$ cat config.mk
export PLATFORM = sky130hd
export DESIGN_NAME = vend_controller
export DESIGN_NICKNAME = d
export VERILOG_FILES = /design/src/rtl/vend_pkg.sv /design/src/rtl/edge_sync.sv /design/src/rtl/vend_controller.sv
export SDC_FILE = /design/constraint.sdc
export NUM_CORES = 1
export LEC_CHECK = 0
export ABC_AREA = 1
export ABC_CLOCK_PERIOD_IN_PS = 2650
export CAP_MARGIN = 20
export CORE_AREA = 4 4 63 65
export DETAILED_ROUTE_END_ITERATION = 12
export DIE_AREA = 0 0 67 69
export GPL_ROUTABILITY_DRIVEN = 1
export PLACE_DENSITY = 0.8
export SYNTH_ARGS = -nofsm -noshare
export SYNTH_HDL_FRONTEND = slang
export SYNTH_SLANG_ARGS = --single-unit
$ cat constraint.sdc
create_clock -name CLK50M -period 2.65 [get_ports CLK50M]
set_input_delay 0.53 -clock CLK50M [delete_from_list [all_inputs] [get_ports CLK50M]]
set_output_delay 0.53 -clock CLK50M [all_outputs]
set_load 0.01 [all_outputs]
$ cat src/rtl/vend_pkg.sv
// Shared state type and coin/credit constants for the vending controller.
package vend_pkg;
  localparam int CREDIT_W = 7;

  localparam logic [CREDIT_W-1:0] NICKEL_C  = CREDIT_W'(5);
  localparam logic [CREDIT_W-1:0] DIME_C    = CREDIT_W'(10);
  localparam logic [CREDIT_W-1:0] QUARTER_C = CREDIT_W'(25);

  typedef enum logic [1:0] {
    ST_IDLE,
    ST_ACCUM,
    ST_VEND,
    ST_CHANGE
  } state_t;
endpackage

$ cat src/rtl/edge_sync.sv
// Two-flop synchronizer plus rising-edge detector producing a one-cycle PULSE.
// An input already high when reset releases is ignored until it has been seen low.
module edge_sync (
  input  logic CLK50M,
  input  logic nRST,
  input  logic A,
  output logic PULSE
);
  logic       sync1;
  logic       sync2;
  logic       prev;
  logic       armed;
  logic [1:0] fill;

  always_ff @(posedge CLK50M or negedge nRST) begin
    if (!nRST) begin
      sync1 <= 1'b0;
      sync2 <= 1'b0;
      prev  <= 1'b0;
      armed <= 1'b0;
      fill  <= 2'b00;
    end else begin
      sync1 <= A;
      sync2 <= sync1;
      prev  <= sync2;
      fill  <= {fill[0], 1'b1};
      // Arm only once sync2 holds a genuine pin sample that is low.
      armed <= armed | (fill[1] & ~sync2);
    end
  end

  assign PULSE = sync2 & ~prev & armed;
endmodule

$ cat src/rtl/vend_controller.sv
// Coin-operated vending controller: accumulates credit, vends at PRICE, returns change.
// Optional change return is enabled with the CHANGE_RETURN_EN macro.
module vend_controller
  import vend_pkg::*;
#(
  parameter int PRICE   = 35,
  parameter int RET_GAP = 3
) (
  input  logic                CLK50M,
  input  logic                nRST,
  input  logic                NICKEL,
  input  logic                DIME,
  input  logic                QUARTER,
  input  logic                CANCEL,
  output logic                VEND,
  output logic                RET_NICKEL,
  output logic                RET_DIME,
  output logic [CREDIT_W-1:0] CREDIT,
  output logic                BUSY
);
  localparam logic [CREDIT_W:0] PRICE_V = (CREDIT_W + 1)'(PRICE);

  if (PRICE < 5 || PRICE > 100 || (PRICE % 5) != 0) begin : g_bad_price
    $error("vend_controller: PRICE must be a multiple of 5 in 5..100");
  end
  if (RET_GAP < 1 || RET_GAP > 15) begin : g_bad_gap
    $error("vend_controller: RET_GAP must be in 1..15");
  end

  logic [3:0] level;
  logic [3:0] pulse;

  assign level = {CANCEL, QUARTER, DIME, NICKEL};

  for (genvar gi = 0; gi < 4; gi++) begin : g_sync
    edge_sync u_sync (
      .CLK50M (CLK50M),
      .nRST   (nRST),
      .A      (level[gi]),
      .PULSE  (pulse[gi])
    );
  end

  logic                coin_ev;
  logic                cancel_ev;
  logic [CREDIT_W-1:0] coin_val;
  logic [CREDIT_W:0]   sum;

  // Simultaneous coins: only the most valuable one counts.
  always_comb begin
    coin_ev  = 1'b1;
    coin_val = '0;
    if (pulse[2])      coin_val = QUARTER_C;
    else if (pulse[1]) coin_val = DIME_C;
    else if (pulse[0]) coin_val = NICKEL_C;
    else               coin_ev  = 1'b0;
  end

  assign cancel_ev = pulse[3];
  assign sum       = {1'b0, CREDIT} + {1'b0, coin_val};

  state_t state;

`ifdef CHANGE_RETURN_EN
  logic [3:0]          gap;
  logic [CREDIT_W-1:0] ret_val;

  assign ret_val = (CREDIT >= DIME_C) ? DIME_C : NICKEL_C;
`else
  assign RET_NICKEL = 1'b0;
  assign RET_DIME   = 1'b0;
`endif

  always_ff @(posedge CLK50M or negedge nRST) begin
    if (!nRST) begin
      state  <= ST_IDLE;
      CREDIT <= '0;
      VEND   <= 1'b0;
      BUSY   <= 1'b0;
`ifdef CHANGE_RETURN_EN
      RET_NICKEL <= 1'b0;
      RET_DIME   <= 1'b0;
      gap        <= '0;
`endif
    end else begin
      VEND <= 1'b0;
`ifdef CHANGE_RETURN_EN
      RET_NICKEL <= 1'b0;
      RET_DIME   <= 1'b0;
`endif
      case (state)
        ST_IDLE: begin
          if (coin_ev) begin
            CREDIT <= coin_val;
            state  <= ST_ACCUM;
          end
        end

        ST_ACCUM: begin
          if (coin_ev) begin
            if (sum >= PRICE_V) begin
              CREDIT <= CREDIT_W'(sum - PRICE_V);
              state  <= ST_VEND;
              VEND   <= 1'b1;
              BUSY   <= 1'b1;
            end else begin
              CREDIT <= CREDIT_W'(sum);
            end
          end else if (cancel_ev) begin
`ifdef CHANGE_RETURN_EN
            state <= ST_CHANGE;
            BUSY  <= 1'b1;
            gap   <= '0;
`else
            CREDIT <= '0;
            state  <= ST_IDLE;
`endif
          end
        end

        ST_VEND: begin
`ifdef CHANGE_RETURN_EN
          if (CREDIT != '0) begin
            state <= ST_CHANGE;
            gap   <= '0;
          end else begin
            state <= ST_IDLE;
            BUSY  <= 1'b0;
          end
`else
          // Without change return the machine keeps any excess.
          CREDIT <= '0;
          state  <= ST_IDLE;
          BUSY   <= 1'b0;
`endif
        end

`ifdef CHANGE_RETURN_EN
        ST_CHANGE: begin
          if (gap != '0) begin
            gap <= gap - 4'd1;
          end else begin
            if (CREDIT >= DIME_C) RET_DIME   <= 1'b1;
            else                  RET_NICKEL <= 1'b1;
            CREDIT <= CREDIT - ret_val;
            if (CREDIT == ret_val) begin
              state <= ST_IDLE;
              BUSY  <= 1'b0;
            end else begin
              gap <= 4'(RET_GAP);
            end
          end
        end
`endif

        default: begin
          state <= ST_IDLE;
          BUSY  <= 1'b0;
        end
      endcase
    end
  end
endmodule

Yosys cells after proc, flatten, opt, wreduce, memory -nomap -nowiden
Index checks and enable logic that the tools add are counted.
- mux-type cells: 22
- $lt $le $gt $ge: 1
- reduce and logical (&&, ||, !) cells: 5
- bitwise operators: 25
- $add $sub $neg: 2
- eq/ne operators: 7
- operator list (kind ; count):
    $mux W7 ; 4
    $pmux W7 S3 ; 1
    $and A1 B1 Y1 ; 12
    $not A1 Y1 ; 9
    $reduce_and A3 Y1 ; 3
    $add A7 B5 Y8 ; 1
    $ge A8 B6 Y1 const B ; 1
    $mux W1 ; 8
    $mux W2 ; 4
    $sub A7 B6 Y7 const B ; 1
    $ne A2 B2 Y1 const B ; 3
    $ne A3 B3 Y1 const B ; 2
    $mux W5 ; 1
    $mux W4 ; 1
    $or A1 B1 Y1 ; 4
    $pmux W2 S2 ; 1
    $mux W3 ; 1
    $reduce_bool A3 Y1 ; 1
    $eq A2 B1 Y1 const B ; 1
    $eq A2 B2 Y1 const B ; 1
    $logic_not A2 Y1 ; 1
    $pmux W1 S2 ; 1
- bits in registers: 35
- bits of input ports: 6

Depth between registers and ports, before layout
- depth after elaboration: 11
- gate-level depth with buffers: 19
- mapped depth without buffers: 19

Hierarchy
Synthesis repeated with hierarchy kept, for this count alone.
- cells, all modules: 216
- area, all modules: 1819.2 um2
- by module, submodules not included (module ; cells each ; sequential area each (um2) ; area an instance (um2) ; times used):
    vend_controller ; 164 ; 275.3 ; 1103.6 ; 1
    edge_sync ; 13 ; 150.1 ; 178.9 ; 4

Worst setup path after synthesis
OpenSTA, ideal clock, no wires.
- kind: register to register
- start point: reg g_sync[0].u_sync.sync2
- end point: reg CREDIT[3]
- stages on the path, launching flop included: 18
- setup time: 0.122 ns
- data required time: 2.528 ns
- clock period less this slack: 2.488 ns
- path slack: 0.162 ns
- data arrival time: 2.365 ns
- cells stage by stage: dfrtp_1 -> inv_1 -> nor2_1 -> nand2_1 -> o22ai_1 -> ha_1 -> inv_1 -> fa_1 -> inv_1 -> ha_1 -> nor2_2 -> nand3_4 -> nand2_4 -> nand2_4 -> nand2_1 -> nand2_1 -> nand2_1 -> a21oi_2
- cells in the longest elaborated chain, start to end: 10
- RTL lines (what ; RTL line ; RTL):
    from (decl) ; edge_sync.sv:10 ; logic sync2;
    from (signal assigned) ; edge_sync.sv:24 ; sync2 <= sync1;
    $and A1 B1 Y1 (*) (2 in a row) ; edge_sync.sv:32 ; assign PULSE = sync2 & ~prev & armed;
    $mux W3 ; vend_controller.sv:55 ; else if (pulse[0]) coin_val = NICKEL_C;
    $mux W4 ; vend_controller.sv:54 ; else if (pulse[1]) coin_val = DIME_C;
    $mux W5 ; vend_controller.sv:53 ; if (pulse[2]) coin_val = QUARTER_C;
    $add A7 B5 Y8 ; vend_controller.sv:60 ; assign sum = {1'b0, CREDIT} + {1'b0, coin_val};
    $sub A7 B6 Y7 or $ge A8 B6 Y1 (tied branches) ; vend_controller.sv:102, vend_controller.sv:101 ;
    $mux W7 ; vend_controller.sv:101 ; if (sum >= PRICE_V) begin
    $mux W7 ; vend_controller.sv:100 ; if (coin_ev) begin
    $pmux W7 S3 ; vend_controller.sv:91 ; case (state)
    to (signal assigned) ; vend_controller.sv:94 ; CREDIT <= coin_val;
    to (signal assigned) ; vend_controller.sv:102 ; CREDIT <= CREDIT_W'(sum - PRICE_V);
    to (signal assigned) ; vend_controller.sv:107 ; CREDIT <= CREDIT_W'(sum);
    to (decl) ; vend_controller.sv:18 ; output logic [CREDIT_W-1:0] CREDIT,
Mark *: on every way between the ends. The rest lies on a longest branch, timed or not.
A chain may end at the register's enable or synchronous reset.

Worst setup path after layout
- start point: reg g_sync[1].u_sync.armed
- end point: reg CREDIT[2]
- cells in the longest elaborated chain, start to end: 8
- RTL lines (what ; RTL line ; RTL):
    from (decl) ; edge_sync.sv:12 ; logic armed;
    from (signal assigned) ; edge_sync.sv:28 ; armed <= armed | (fill[1] & ~sync2);
    $and A1 B1 Y1 (*) ; edge_sync.sv:32 ;
    $mux W4 ; vend_controller.sv:54 ;
    $mux W5 ; vend_controller.sv:53 ;
    $add A7 B5 Y8 ; vend_controller.sv:60 ;
    $sub A7 B6 Y7 or $ge A8 B6 Y1 (tied branches) ; vend_controller.sv:102, vend_controller.sv:101 ;
    $mux W7 ; vend_controller.sv:101 ;
    $mux W7 ; vend_controller.sv:100 ;
    $pmux W7 S3 ; vend_controller.sv:91 ;
Mark *: on every way between the ends. The rest lies on a longest branch, timed or not. The select of a mux whose other input is x is not followed.

==> impl_summary.log <==
INFO  metric run_status = complete, no violations
INFO  metric top_flip_flop_cell_by_instance_count_after_synthesis = dfrtp_1
INFO  metric grt_max_degree = 30
INFO  metric final_layout_size_suffix_gt1_frac = 0.221
INFO  metric synth_top_area_cell = dfrtp_1
INFO  metric clk_root_buffer_cell = clkbuf_4
INFO  metric timing.critical_path.from_type = flop
INFO  metric netSwitchingFraction = 0.453
INFO  metric power_per_cell_area = 1130 nW/um2
INFO  metric drt-pass1-iter-count = 4
INFO  metric clock-sinks = 29
INFO  metric global_route.overflow_total = 0
INFO  metric synth.yosys.seq_area_share = 0.441
INFO  metric final_net_count = 237
INFO  metric post_synth_instance_area = 1650 um2
INFO  metric htree_num_levels = 2
INFO  metric clkSlewWorstSetupHoldPaths = 0.09 ns
INFO  metric combPwrFrac = 0.626
INFO  metric finish.cell_count_without_fillers = 268
INFO  metric switchingPower = 0.00104 W
INFO  metric diodes = 0
INFO  metric postSynthRegisterBits = 29
INFO  metric global_route.usage.met2 = 0.243
INFO  metric yosysMostFrequentCell = nand2_1
INFO  metric die_span_in_x = 67 um
INFO  metric die_area = 4620 um2
INFO  metric path_class = reg -> reg
INFO  metric grt_use_met1 = 0.195
INFO  metric clock_latency = 0.33 ns
INFO  metric critPathArrivalTime = about 2.8 ns
INFO  metric layout_min_cycle_time = 2.53 ns
INFO  metric share_seq_of_total_power = 0.258
INFO  metric dr.first_iter.drc_count = 49
INFO  metric synth-edff-count = 0
INFO  metric postRouteWirelength = 3.44 mm
INFO  metric dieHeight = 69 um
INFO  metric routed-via-count = 1,379
INFO  metric report.final.slew_viol_count = 0
INFO  metric grt_antenna_before_repair = 0
INFO  metric synthesis.yosys.warnings = 0
INFO  metric synth_largest_type_area_fraction = 0.441
INFO  metric cp.required = 2.87 ns
INFO  metric timing.max_cap.violations = 0
INFO  metric design.portCount = 17
INFO  metric placed_cells_incl_taps = 254
INFO  metric async_reset_ff_frac = 1.00
INFO  metric tritoncts_clock_tree = built
INFO  metric cts-root-to-sink-buffers = 2
INFO  metric most_common_library_cells_after_synthesis = 40 x nand2_1, 29 x dfrtp_1, 28 x inv_1
INFO  metric synthesis.instances = 191
INFO  metric wire_length_of_the_first_global_routing_pass = 5.58 mm
INFO  metric finish.utilization = 0.612
INFO  metric fmaxAchievable = 0.395 GHz
INFO  metric use_met3 = 0.0422
INFO  metric p_int = between 0.001 and 0.0015 W
INFO  metric reg2reg_from = g_sync[1].u_sync.armed
INFO  metric type_of_element_capturing_the_critical_path = flop
INFO  metric synth_top_cells_by_area = dfrtp_1 44%, nand2_1 9.1%, inv_1 6.4%, ha_1 6.1%, a21oi_1 5.2%
INFO  metric ir_drop = between 0.4 and 0.5 mV
INFO  metric crit_fanout = 6
INFO  metric dp_wirelength = 2.43 mm
INFO  metric first_global_vias = 1,282
INFO  metric p_leak = 0.978 nW
INFO  metric tritoncts.num_buffers = 5
INFO  metric clock_skew = between 0.015 and 0.02 ns
INFO  metric route.detailed.wl_per_inst = 12.8 um
INFO  metric design.core.area = 3340 um2
INFO  metric share_clk_of_total_power = 0.116
INFO  metric drc = 0
INFO  metric syn2layout_area_growth = 24.1%
INFO  metric placement_rows = 21
INFO  metric crit_start = g_sync[1].u_sync.armed
INFO  metric finalCritPeriodShare = 0.955
INFO  metric worst_hold_startpoint = g_sync[3].u_sync.sync1
INFO  metric worstHoldPathType = reg -> reg
INFO  metric fillCellCount = 290
INFO  metric global_route.peak_usage_layer = met2
INFO  metric final_hold_viol_count = 0
INFO  metric portBuffers = 14
INFO  metric start_util = 0.493
INFO  metric final.hold.worst_slack = 0.352 ns
INFO  metric setup_viol = 0
INFO  metric globalplace.congestion = 0.850
INFO  metric final_antenna_net_count = 0
INFO  metric grt_usage = 0.156
INFO  metric ys_types = 30
INFO  metric post_synth.cell_area_avg = about 8.6 um2
INFO  metric post_drt_via_cell_ratio = 5.15
layer usage:
| layer | vias up | wire [um] |
|---|---|---|
| met4 | 0 | 50 |
| met1 | 660 | 1500 |
| met5 | - | 0 |
| met2 | 32 | 1740 |
| li1 | 681 | - |
| met3 | 6 | 144 |
critical path, stage by stage, from the launching register on:
cell	delay (ns)
dfrtp_1	0.37
inv_1	0.11
nor3_4	0.07
o22ai_2	0.14
ha_2	0.20
inv_1	0.06
fa_2	0.53
inv_1	0.06
ha_2	0.20
nor2_4	0.12
nand3_4	0.10
nand2_4	0.12
buf_4	0.13
nand3b_1	0.07
nand3_1	0.09
a21oi_1	0.06
cell families (layout without fill, tap and decap cells):
group / after synthesis / in the layout / synth area share
AOI/OAI and AO/OA: 30 / 30 / 0.112
xor gates and xnor gates: 4 / 4 / 0.0213
adders and majority gates: 9 / 9 / 0.0730
buffers and inverters: 33 / 63 / 0.0798
DFF: 29 / 29 / 0.441
other: 2 / 3 / 0.00456
and+or+nand+nor: 84 / 84 / 0.268
flip-flops by register name (all words and copies together) (netlist names):
name	count
g_sync.u_sync.fill	2
state	2
g_sync.u_sync.prev	4
CREDIT	7
BUSY	1
g_sync.u_sync.armed	4
g_sync.u_sync.sync2	4
VEND	1
g_sync.u_sync.sync1	4
path summary, 6_finish.rpt:
path / to / slack [ns] / cells after the start
setup reg to reg: CREDIT[2] / 0.12 / 15
hold / removal: g_sync[3].u_sync.sync2 / 0.35 / 0
max in group asynchronous: g_sync[0].u_sync.sync1 / 1.80 / 2
setup / recovery: CREDIT[2] / 0.12 / 15
hold reg to reg: g_sync[3].u_sync.sync2 / 0.35 / 0
min in group asynchronous: CREDIT[5] / 0.56 / 2
power by group through the flow:
stage | combinational, W | sequential, W | clock, W
final | 0.00144 | 0.000593 | 0.000267
after global routing | 0.00158 | 0.000604 | 0.000293
after CTS | 0.00131 | 0.000589 | 0.000277
after detailed placement | 0.00128 | 0.000597 | 0
after global placement | 0.00126 | 0.000598 | 0
after floorplan | 0.000918 | 0.000613 | 0
repair_timing:
action                     in CTS  in global routing
setup endpoints to repair      10                 11
hold buffers                    0                  0
gates resized for setup         3                 14
pin swaps                       0                  8
setup buffers                   0                  7
stage by stage:
stage	setup WS, ns	total power [W]	cell area [um2]	setup TNS (ns)
floorplan	0.162	0.00153	1650	0
global placement	0.0913	0.00186	1860	0
detailed placement	-0.0596	0.00188	1860	-0.423
CTS	0.0310	0.00218	1930	0
global route	-0.0185	0.00248	2040	-0.0306
finish	0.119	0.00230	2040	0
final cells by class:
cell class,instances,area (um2),share of cell area
Tap cell,46,57.6,0.0282
Sequential cell,29,726,0.355
Clock buffer,7,55.1,0.0269
Multi-Input combinational cell,130,866,0.424
Timing Repair Buffer,25,223,0.109
Inverter,31,116,0.0570
placed cells by master (no fill, tap or decap), types with 2 or more instances in the layout:
cell type / count
nand2_1: 40
dfrtp_1: 29
inv_1: 27
a21oi_1: 16
nand3_1: 15
clkdlybuf4s50_1: 14
buf_4: 11
ha_1: 5
clkbuf_4: 5
inv_2: 4
nand3_2: 4
nor2_4: 3
nor2_2: 3
nor2_1: 3
o21ai_0: 3
nand2_2: 3
nand3b_1: 3
nand2_4: 3
xnor2_1: 3
o21ai_1: 3
conb_1: 3
o21bai_1: 2
nand4_1: 2
o21ai_4: 2
a21oi_2: 2
ha_2: 2
No activity file was read; power rests on OpenSTA's default activity.
